===== src/rtl/alu_pkg.sv =====
// Shared definitions for the ALU request scheduler: widths, FSM states and ALU op selects.
package alu_pkg;

  localparam int ALU_W = 4;
  localparam int RES_W = 5;

  typedef enum logic [1:0] {
    IDLE = 2'd0,
    EXEC = 2'd1,
    RESP = 2'd2
  } sched_state_t;

  localparam logic [3:0] OP_INC_A  = 4'h0;
  localparam logic [3:0] OP_DEC_A  = 4'h1;
  localparam logic [3:0] OP_PASS_B = 4'h2;
  localparam logic [3:0] OP_INC_B  = 4'h3;
  localparam logic [3:0] OP_DEC_B  = 4'h4;
  localparam logic [3:0] OP_PASS_A = 4'h5;
  localparam logic [3:0] OP_ADD    = 4'h6;
  localparam logic [3:0] OP_SHL_A  = 4'h7;
  localparam logic [3:0] OP_NOT_A  = 4'h8;
  localparam logic [3:0] OP_NOT_B  = 4'h9;
  localparam logic [3:0] OP_AND    = 4'hA;
  localparam logic [3:0] OP_OR     = 4'hB;
  localparam logic [3:0] OP_XOR    = 4'hC;
  localparam logic [3:0] OP_XNOR   = 4'hD;
  localparam logic [3:0] OP_NAND   = 4'hE;
  localparam logic [3:0] OP_NOR    = 4'hF;

endpackage


===== src/rtl/alu.sv =====
// 4-bit combinational ALU: arithmetic ops give a zero-extended 4-bit result,
// logic ops work on sign-extended 5-bit operands.
module alu
  import alu_pkg::*;
(
  input  logic [ALU_W-1:0] a,
  input  logic [ALU_W-1:0] b,
  input  logic [3:0]       sel,
  output logic [RES_W-1:0] y
);

  logic [ALU_W-1:0] arith;
  logic [RES_W-1:0] ax;
  logic [RES_W-1:0] bx;

  assign ax = {a[ALU_W-1], a};
  assign bx = {b[ALU_W-1], b};

  always_comb begin
    // NOTE: every output of a combinational block gets a default first, so no path infers a latch.
    arith = '0;
    y     = '0;
    case (sel)
      OP_INC_A:  arith = a + 4'd1;
      OP_DEC_A:  arith = a - 4'd1;
      OP_PASS_B: arith = b;
      OP_INC_B:  arith = b + 4'd1;
      OP_DEC_B:  arith = b - 4'd1;
      OP_PASS_A: arith = a;
      OP_ADD:    arith = a + b;
      OP_SHL_A:  arith = {a[ALU_W-2:0], 1'b0};
      default:   arith = '0;
    endcase
    case (sel)
      OP_NOT_A: y = ~ax;
      OP_NOT_B: y = ~bx;
      OP_AND:   y = ax & bx;
      OP_OR:    y = ax | bx;
      OP_XOR:   y = ax ^ bx;
      OP_XNOR:  y = ~(ax ^ bx);
      OP_NAND:  y = ~(ax & bx);
      OP_NOR:   y = ~(ax | bx);
      default:  y = {1'b0, arith};
    endcase
  end

endmodule


===== src/rtl/alu_req_scheduler_rr_arbiter.sv =====
// Round-robin arbiter: picks the lowest valid index at or after rr_ptr, wrapping to 0.
module rr_arbiter #(
  parameter int NREQ = 2,
  parameter int IDW  = 1
) (
  input  logic [NREQ-1:0] req_valid,
  input  logic [IDW-1:0]  rr_ptr,
  output logic [NREQ-1:0] grant,
  output logic [IDW-1:0]  grant_idx,
  output logic            grant_any
);

  always_comb begin
    grant     = '0;
    grant_idx = '0;
    grant_any = 1'b0;
    for (int j = 0; j < NREQ; j++) begin
      if (!grant_any && req_valid[j] && (IDW'(j) >= rr_ptr)) begin
        grant_any = 1'b1;
        grant[j]  = 1'b1;
        grant_idx = IDW'(j);
      end
    end
    // Nothing at or above the pointer: wrap around and search from index 0.
    for (int j = 0; j < NREQ; j++) begin
      if (!grant_any && req_valid[j]) begin
        grant_any = 1'b1;
        grant[j]  = 1'b1;
        grant_idx = IDW'(j);
      end
    end
  end

endmodule


===== src/rtl/alu_req_scheduler.sv =====
// Shares one ALU among NREQ requesters (IDLE -> EXEC -> RESP), one op in flight.
// Define ALU_SCHED_STATS_EN to add the saturating op_count output.
module alu_req_scheduler
  import alu_pkg::*;
#(
  parameter int NREQ = 2,
  parameter int IDW  = (NREQ > 1) ? $clog2(NREQ) : 1
) (
  input  logic                  clk,
  input  logic                  rst,
  input  logic [NREQ-1:0]       req_valid,
  output logic [NREQ-1:0]       req_ready,
  input  logic [ALU_W*NREQ-1:0] req_a,
  input  logic [ALU_W*NREQ-1:0] req_b,
  input  logic [ALU_W*NREQ-1:0] req_sel,
  output logic                  rsp_valid,
  input  logic                  rsp_ready,
  output logic [RES_W-1:0]      rsp_y,
  output logic [IDW-1:0]        rsp_id
`ifdef ALU_SCHED_STATS_EN
  ,
  output logic [7:0]            op_count
`endif
);

  sched_state_t     state_q, state_d;
  logic [IDW-1:0]   rr_ptr_q, rr_ptr_d;
  logic [ALU_W-1:0] op_a_q, op_a_d, op_b_q, op_b_d;
  logic [3:0]       op_sel_q, op_sel_d;
  logic [IDW-1:0]   op_id_q, op_id_d;
  logic             rsp_valid_q, rsp_valid_d;
  logic [RES_W-1:0] rsp_y_q, rsp_y_d;
  logic [IDW-1:0]   rsp_id_q, rsp_id_d;
  logic [7:0]       op_count_q, op_count_d;

  logic [NREQ-1:0]  grant;
  logic [IDW-1:0]   grant_idx;
  logic             grant_any;
  logic [RES_W-1:0] alu_y;

  rr_arbiter #(.NREQ(NREQ), .IDW(IDW)) u_arb (
    .req_valid (req_valid),
    .rr_ptr    (rr_ptr_q),
    .grant     (grant),
    .grant_idx (grant_idx),
    .grant_any (grant_any)
  );

  alu u_alu (
    .a   (op_a_q),
    .b   (op_b_q),
    .sel (op_sel_q),
    .y   (alu_y)
  );

  // Gated by rst so no handshake can complete while reset is held.
  assign req_ready = (state_q == IDLE && !rst) ? grant : '0;
  assign rsp_valid = rsp_valid_q;
  assign rsp_y     = rsp_y_q;
  assign rsp_id    = rsp_id_q;

  always_comb begin
    state_d     = state_q;
    rr_ptr_d    = rr_ptr_q;
    op_a_d      = op_a_q;
    op_b_d      = op_b_q;
    op_sel_d    = op_sel_q;
    op_id_d     = op_id_q;
    rsp_valid_d = rsp_valid_q;
    rsp_y_d     = rsp_y_q;
    rsp_id_d    = rsp_id_q;
    op_count_d  = op_count_q;
    case (state_q)
      IDLE: begin
        if (grant_any) begin
          op_a_d   = req_a[int'(grant_idx)*ALU_W +: ALU_W];
          op_b_d   = req_b[int'(grant_idx)*ALU_W +: ALU_W];
          op_sel_d = req_sel[int'(grant_idx)*ALU_W +: ALU_W];
          op_id_d  = grant_idx;
          rr_ptr_d = (grant_idx == IDW'(NREQ - 1)) ? '0 : grant_idx + 1'b1;
          state_d  = EXEC;
        end
      end
      EXEC: begin
        rsp_y_d     = alu_y;
        rsp_id_d    = op_id_q;
        rsp_valid_d = 1'b1;
        state_d     = RESP;
      end
      RESP: begin
        if (rsp_ready) begin
          rsp_valid_d = 1'b0;
          state_d     = IDLE;
          if (op_count_q != 8'hFF) op_count_d = op_count_q + 8'd1;
        end
      end
      default: state_d = IDLE;
    endcase
  end

  always_ff @(posedge clk) begin
    // NOTE: sequential state uses non-blocking assignments so every flop samples pre-edge values.
    if (rst) begin
      state_q     <= IDLE;
      rr_ptr_q    <= '0;
      op_a_q      <= '0;
      op_b_q      <= '0;
      op_sel_q    <= '0;
      op_id_q     <= '0;
      rsp_valid_q <= 1'b0;
      rsp_y_q     <= '0;
      rsp_id_q    <= '0;
      op_count_q  <= '0;
    end else begin
      state_q     <= state_d;
      rr_ptr_q    <= rr_ptr_d;
      op_a_q      <= op_a_d;
      op_b_q      <= op_b_d;
      op_sel_q    <= op_sel_d;
      op_id_q     <= op_id_d;
      rsp_valid_q <= rsp_valid_d;
      rsp_y_q     <= rsp_y_d;
      rsp_id_q    <= rsp_id_d;
      op_count_q  <= op_count_d;
    end
  end

`ifdef ALU_SCHED_STATS_EN
  assign op_count = op_count_q;
`else
  logic unused_stats;
  assign unused_stats = ^op_count_d;
`endif

endmodule

===== config.mk =====
export PLATFORM = sky130hd
export DESIGN_NAME = alu_req_scheduler
export DESIGN_NICKNAME = d
export VERILOG_FILES = /design/src/rtl/alu_pkg.sv /design/src/rtl/alu.sv /design/src/rtl/alu_req_scheduler_rr_arbiter.sv /design/src/rtl/alu_req_scheduler.sv
export SDC_FILE = /design/constraint.sdc
export NUM_CORES = 1
export LEC_CHECK = 0
export CAP_MARGIN = 20
export CELL_PAD_IN_SITES_DETAIL_PLACEMENT = 0
export CELL_PAD_IN_SITES_GLOBAL_PLACEMENT = 1
export CORE_UTILIZATION = 41
export DETAILED_ROUTE_END_ITERATION = 8
export GPL_TIMING_DRIVEN = 1
export PLACE_DENSITY_LB_ADDON = 0.25
export SETUP_SLACK_MARGIN = 0.2
export SLEW_MARGIN = 20
export SYNTH_ARGS = -nofsm -noshare
export SYNTH_HDL_FRONTEND = slang
export SYNTH_SLANG_ARGS = --single-unit

===== constraint.sdc =====
create_clock -name clk -period 5.4 [get_ports clk]
set_input_delay 0.54 -clock clk [delete_from_list [all_inputs] [get_ports clk]]
set_output_delay 0.54 -clock clk [all_outputs]
set_load 0.05 [all_outputs]

==> report_table.html <==
<table>
<tr><th>Metric</th><th>Value</th></tr>
<tr><th colspan="2">STA</th></tr>
<tr><td>Relative slew slack</td><td>32.5%</td></tr>
<tr><td>Min Tclk post-route</td><td>3.40 ns</td></tr>
<tr><td>FMAX</td><td>a little under 300 MHz</td></tr>
<tr><td>Worst Setup Slack, final</td><td>2.00 ns</td></tr>
<tr><td>TNS Setup</td><td>0 ns</td></tr>
<tr><td>Final hold violation count</td><td>0</td></tr>
<tr><td>Max Clock Skew</td><td>0.00783 ns</td></tr>
<tr><td>Actual slew at the worst max-slew pin</td><td>1.01 ns</td></tr>
<tr><td>Setup-violating endpoint count in the final report</td><td>0</td></tr>
<tr><td>RSZ-0062 raised after global routing</td><td>no</td></tr>
<tr><td>Part of the cycle the worst path needs</td><td>62.9%</td></tr>
<tr><td>Number of pins exceeding their max-slew limit in the final report</td><td>0</td></tr>
<tr><th colspan="2">Routing</th></tr>
<tr><td>Detailed Route WL</td><td>approximately 4.5 mm</td></tr>
<tr><td>Final routed DRC violation total</td><td>1</td></tr>
<tr><td>Number of design-rule violations left by the first detailed-router iteration</td><td>about 150</td></tr>
<tr><td>Total vias in the final route</td><td>roughly 1900</td></tr>
<tr><td>Antenna Nets Post-Route</td><td>0</td></tr>
<tr><td>Routed WL per cell</td><td>about 14 µm</td></tr>
<tr><td>First-pass iteration count of the detailed router</td><td>7</td></tr>
<tr><td>Via density per instance</td><td>around 5.7</td></tr>
<tr><th colspan="2">Power</th></tr>
<tr><td>Leakage power total</td><td>~0.00097 µW</td></tr>
<tr><td>Fraction of power consumed by sequential logic</td><td>38.7%</td></tr>
<tr><td>Share of total power in combinational logic</td><td>between 40 and 50%</td></tr>
<tr><td>Design internal power</td><td>358 µW</td></tr>
<tr><td>Switching power summed over all nets</td><td>230 µW</td></tr>
<tr><td>Proportion of total power due to net switching</td><td>39.1%</td></tr>
<tr><td>Relative contribution of the clock network to total power</td><td>18.5%</td></tr>
<tr><td>Pwr per Cell Area</td><td>approximately 250 nW/µm²</td></tr>
<tr><td>Maximum vdd ir drop</td><td>0.138 mV</td></tr>
<tr><th colspan="2">Global routing</th></tr>
<tr><td>Global-route wire length before repair</td><td>roughly 8.2 mm</td></tr>
<tr><td>GR met1 Demand/Resource</td><td>29.4%</td></tr>
<tr><td>Number of global-route vias before repair</td><td>approximately 1700</td></tr>
<tr><td>Total global routing track utilization</td><td>19.9%</td></tr>
<tr><td>Leftover overflow at the end of global routing</td><td>0</td></tr>
<tr><td>Grt peak-use layer</td><td>met2</td></tr>
<tr><td>Antenna violations before repair</td><td>0</td></tr>
<tr><td>GRT met3 Usage</td><td>around 2.1%</td></tr>
<tr><td>Met2 Track Usage GR</td><td>30.4%</td></tr>
<tr><td>Maximum number of pins on one net before global-route repair</td><td>37</td></tr>
<tr><th colspan="2">Finish</th></tr>
<tr><td>Most common cell after layout, fill and taps aside</td><td>sky130_fd_sc_hd__clkdlybuf4s50_1</td></tr>
<tr><td>Antenna fix cells</td><td>0</td></tr>
<tr><td>Share of post-route cells with drive strength above 1</td><td>5.88%</td></tr>
<tr><td>Filler cell count in the final layout</td><td>444</td></tr>
<tr><td>Area of the multi-input gates</td><td>1350 µm²</td></tr>
<tr><td>Layout Nets</td><td>317</td></tr>
<tr><td>Commonest cells after routing, fill and taps aside</td><td>sky130_fd_sc_hd__clkdlybuf4s50_1 (37), sky130_fd_sc_hd__nor2_1 (26), sky130_fd_sc_hd__dfxtp_1 (23)</td></tr>
<tr><td>Total area of sequential cells</td><td>460 µm²</td></tr>
<tr><td>Area growth, synth to finish</td><td>20.0%</td></tr>
<tr><th colspan="2">Synthesis</th></tr>
<tr><td>Summed instance area of the synthesized netlist</td><td>1970 µm²</td></tr>
<tr><td>Synth area leader</td><td>sky130_fd_sc_hd__dfxtp_1</td></tr>
<tr><td>Cell types with the largest area share after synthesis</td><td>sky130_fd_sc_hd__dfxtp_1 (23%), sky130_fd_sc_hd__ha_1 (8.3%), sky130_fd_sc_hd__mux2i_1 (7.6%), sky130_fd_sc_hd__a211oi_1 (5.0%), sky130_fd_sc_hd__nor2_1 (5.0%)</td></tr>
<tr><td>Number of nets produced by synthesis</td><td>around 290</td></tr>
<tr><td>Prevailing post-synth register cell</td><td>sky130_fd_sc_hd__dfxtp_1</td></tr>
<tr><td>Share of the synthesized area in the top cell type</td><td>23.4%</td></tr>
<tr><td>Sequential fraction of the synthesis area</td><td>23.4%</td></tr>
<tr><td>Asr flop ratio synth</td><td>0%</td></tr>
<tr><td>Flip-flop and latch count after synthesis</td><td>23</td></tr>
<tr><td>Number of warnings issued by yosys</td><td>0</td></tr>
<tr><td>EDFF count, synth</td><td>0</td></tr>
<tr><td>Count of mapped cells out of synthesis</td><td>between 200 and 250</td></tr>
<tr><td>Post-Syn Area per Cell</td><td>a little under 8 µm²</td></tr>
<tr><td>Count of different cell masters after synthesis</td><td>54</td></tr>
<tr><th colspan="2">CTS</th></tr>
<tr><td>CTS tree</td><td>built</td></tr>
<tr><td>Post-CTS setup buffer count</td><td>0</td></tr>
<tr><td>Number of buffers added by the clock tree synthesis step</td><td>3</td></tr>
<tr><td>Latest clock arrival within the worst-skew pair</td><td>0.27 ns</td></tr>
<tr><td>Clock H-tree levels</td><td>1</td></tr>
<tr><td>Number of hold buffers added after CTS</td><td>0</td></tr>
<tr><td>CTS sink count</td><td>23</td></tr>
<tr><td>Buffer type at the clock tree root</td><td>sky130_fd_sc_hd__clkbuf_8</td></tr>
<tr><td>Deepest clock path buffer count</td><td>2</td></tr>
<tr><td>Post-cts sizing count</td><td>0</td></tr>
<tr><td>Reg clk slew, reported paths</td><td>0.09 ns</td></tr>
<tr><th colspan="2">Critical path</th></tr>
<tr><td>Crit-path cells</td><td>clkdlybuf4s50_1, nor4_1, clkdlybuf4s50_1</td></tr>
<tr><td>Required time at the worst-slack endpoint</td><td>roughly 4.9 ns</td></tr>
<tr><td>Arrival time of data at the critical path endpoint</td><td>2.86 ns</td></tr>
<tr><td>Crit path buffers/inverters</td><td>2</td></tr>
<tr><td>Crit Path Class</td><td>in2out</td></tr>
<tr><td>Crit path capture type</td><td>primary output</td></tr>
<tr><td>Worst path most repeated cell</td><td>sky130_fd_sc_hd__clkdlybuf4s50_1</td></tr>
<tr><td>Worst-path maximum fanout</td><td>27</td></tr>
<tr><td>Longest individual stage delay on the worst path</td><td>0.92 ns</td></tr>
<tr><td>Slowest cell on crit path</td><td>sky130_fd_sc_hd__clkdlybuf4s50_1</td></tr>
<tr><td>Delay-heaviest family, CP</td><td>buffers and inverters</td></tr>
<tr><td>Startpoint types</td><td>input pin</td></tr>
<tr><th colspan="2">Run</th></tr>
<tr><td>Number of max-capacitance violations reported</td><td>0</td></tr>
<tr><th colspan="2">Placement</th></tr>
<tr><td>GPL Wtd Cong</td><td>0.846</td></tr>
<tr><td>HPWL after detailed placement</td><td>3.39 mm</td></tr>
<tr><td>Worst setup slack before clock tree synthesis</td><td>roughly 2 ns</td></tr>
<tr><td>Input/output buffers</td><td>37</td></tr>
<tr><th colspan="2">Outcome</th></tr>
<tr><td>Run status</td><td>finished, violations left</td></tr>
<tr><td>Violated checks</td><td>DRC</td></tr>
<tr><th colspan="2">Floorplan</th></tr>
<tr><td>Std cell rows</td><td>24</td></tr>
<tr><td>Die W</td><td>71.3 µm</td></tr>
<tr><td># IOs</td><td>38</td></tr>
<tr><td>Die outline area</td><td>~5100 µm²</td></tr>
<tr><td>Starting density of the core</td><td>between 40% and 50%</td></tr>
<tr><td>Floorplan Core Area</td><td>4470 µm²</td></tr>
<tr><td>Die Height</td><td>71.3 µm</td></tr>
<tr><th colspan="2">Hold path</th></tr>
<tr><td>Hold crit path type</td><td>reg2reg</td></tr>
</table>
==> kinds of logic after synthesis <==
kind of cell             synth area share (%)
buffers and inverters                    7.95
flip-flops                               23.4
multiplexers                             8.77
adder cells (fa/ha/maj)                  10.3
AND/OR/NAND/NOR                          21.5
XOR/XNOR                                 2.23
AO/OA/AOI/OAI                            25.9
==> tightest hold or removal path, cell delays in order, from the launching register on <==
cell	delay (ns)
sky130_fd_sc_hd__dfxtp_1	0.32
sky130_fd_sc_hd__nand2_1	0.05
sky130_fd_sc_hd__a21oi_1	0.05
==> metrics by stage <==
| step | cell area, µm² | utilization [%] | instances | hold WS (ns) | total power, µW |
|---|---|---|---|---|---|
| CTS | 2360 | 52.8 | 324 | 0.462 | 593 |
| finish | 2360 | 52.8 | 324 | 0.458 | 588 |
| global route | 2360 | 52.8 | 324 | 0.495 | 636 |
| global placement | 2310 | 51.7 | 320 | 0.447 | 482 |
| detailed placement | 2310 | 51.7 | 320 | 0.449 | 484 |
| floorplan | 1970 | - | 248 | 0.427 | 418 |
==> state kept, by name, indices dropped and copies added, names as in the netlist <==
name,count
op_id_q,1
state_q,2
op_a_q,4
op_sel_q,4
rr_ptr_q,1
rsp_y,5
rsp_valid,1
op_b_q,4
rsp_id,1
==> power groups by stage <==
stage / registers, µW / logic (µW) / clock network (µW)
2_1_floorplan: 227 / 192 / 0
3_3_place_gp: 231 / 251 / 0
3_5_place_dp: 232 / 252 / 0
4_1_cts: 228 / 253 / 112
5_1_grt: 233 / 283 / 119
6_report: 228 / 252 / 109
==> Yosys cell counts (all sizes together) (2+ instances only) <==
| library cell | count |
|---|---|
| clkbuf | 9 |
| a21o | 2 |
| nand3 | 7 |
| nor3 | 4 |
| nand3b | 2 |
| nor2 | 26 |
| inv | 14 |
| dfxtp | 23 |
| o211ai | 5 |
| nand2b | 3 |
| and3 | 3 |
| buf | 10 |
| a211oi | 13 |
| o221ai | 2 |
| a22oi | 5 |
| nor2b | 7 |
| o21ai | 10 |
| a21oi | 16 |
| or2 | 4 |
| xnor2 | 3 |
| mux2i | 15 |
| a2bb2oi | 3 |
| a2111oi | 2 |
| nor4 | 2 |
| ha | 13 |
| nor3b | 2 |
| nand2 | 18 |
| o31ai | 3 |
| fa | 2 |
| xor2 | 2 |
==> layer usage <==
metal  wire length (µm)  up-vias
met3                202        9
met5                  0        -
met2               2040       53
met4                 76        0
li1                   -      955
met1               2220      836
==> worst paths after layout <==
path / startpoint / to / slack, ns / cells after the start
hold reg to reg: rsp_y[0] / rsp_y[0] / 0.46 / 2
setup / recovery: rst / req_ready[1] / 2.00 / 3
setup reg to reg: op_sel_q[1] / rsp_y[1] / 2.18 / 8
hold / removal: rsp_y[0] / rsp_y[0] / 0.46 / 2
==> area by class of cell <==
type	count	area share, %
Clock inverter	1	0.212
Inverter	14	2.23
Sequential cell	23	19.5
Timing Repair Buffer	39	16.3
Clock buffer	3	1.75
Tap cell	52	2.76
Multi-Input combinational cell	192	57.2
Note: power is estimated with default switching activity, not from simulation.
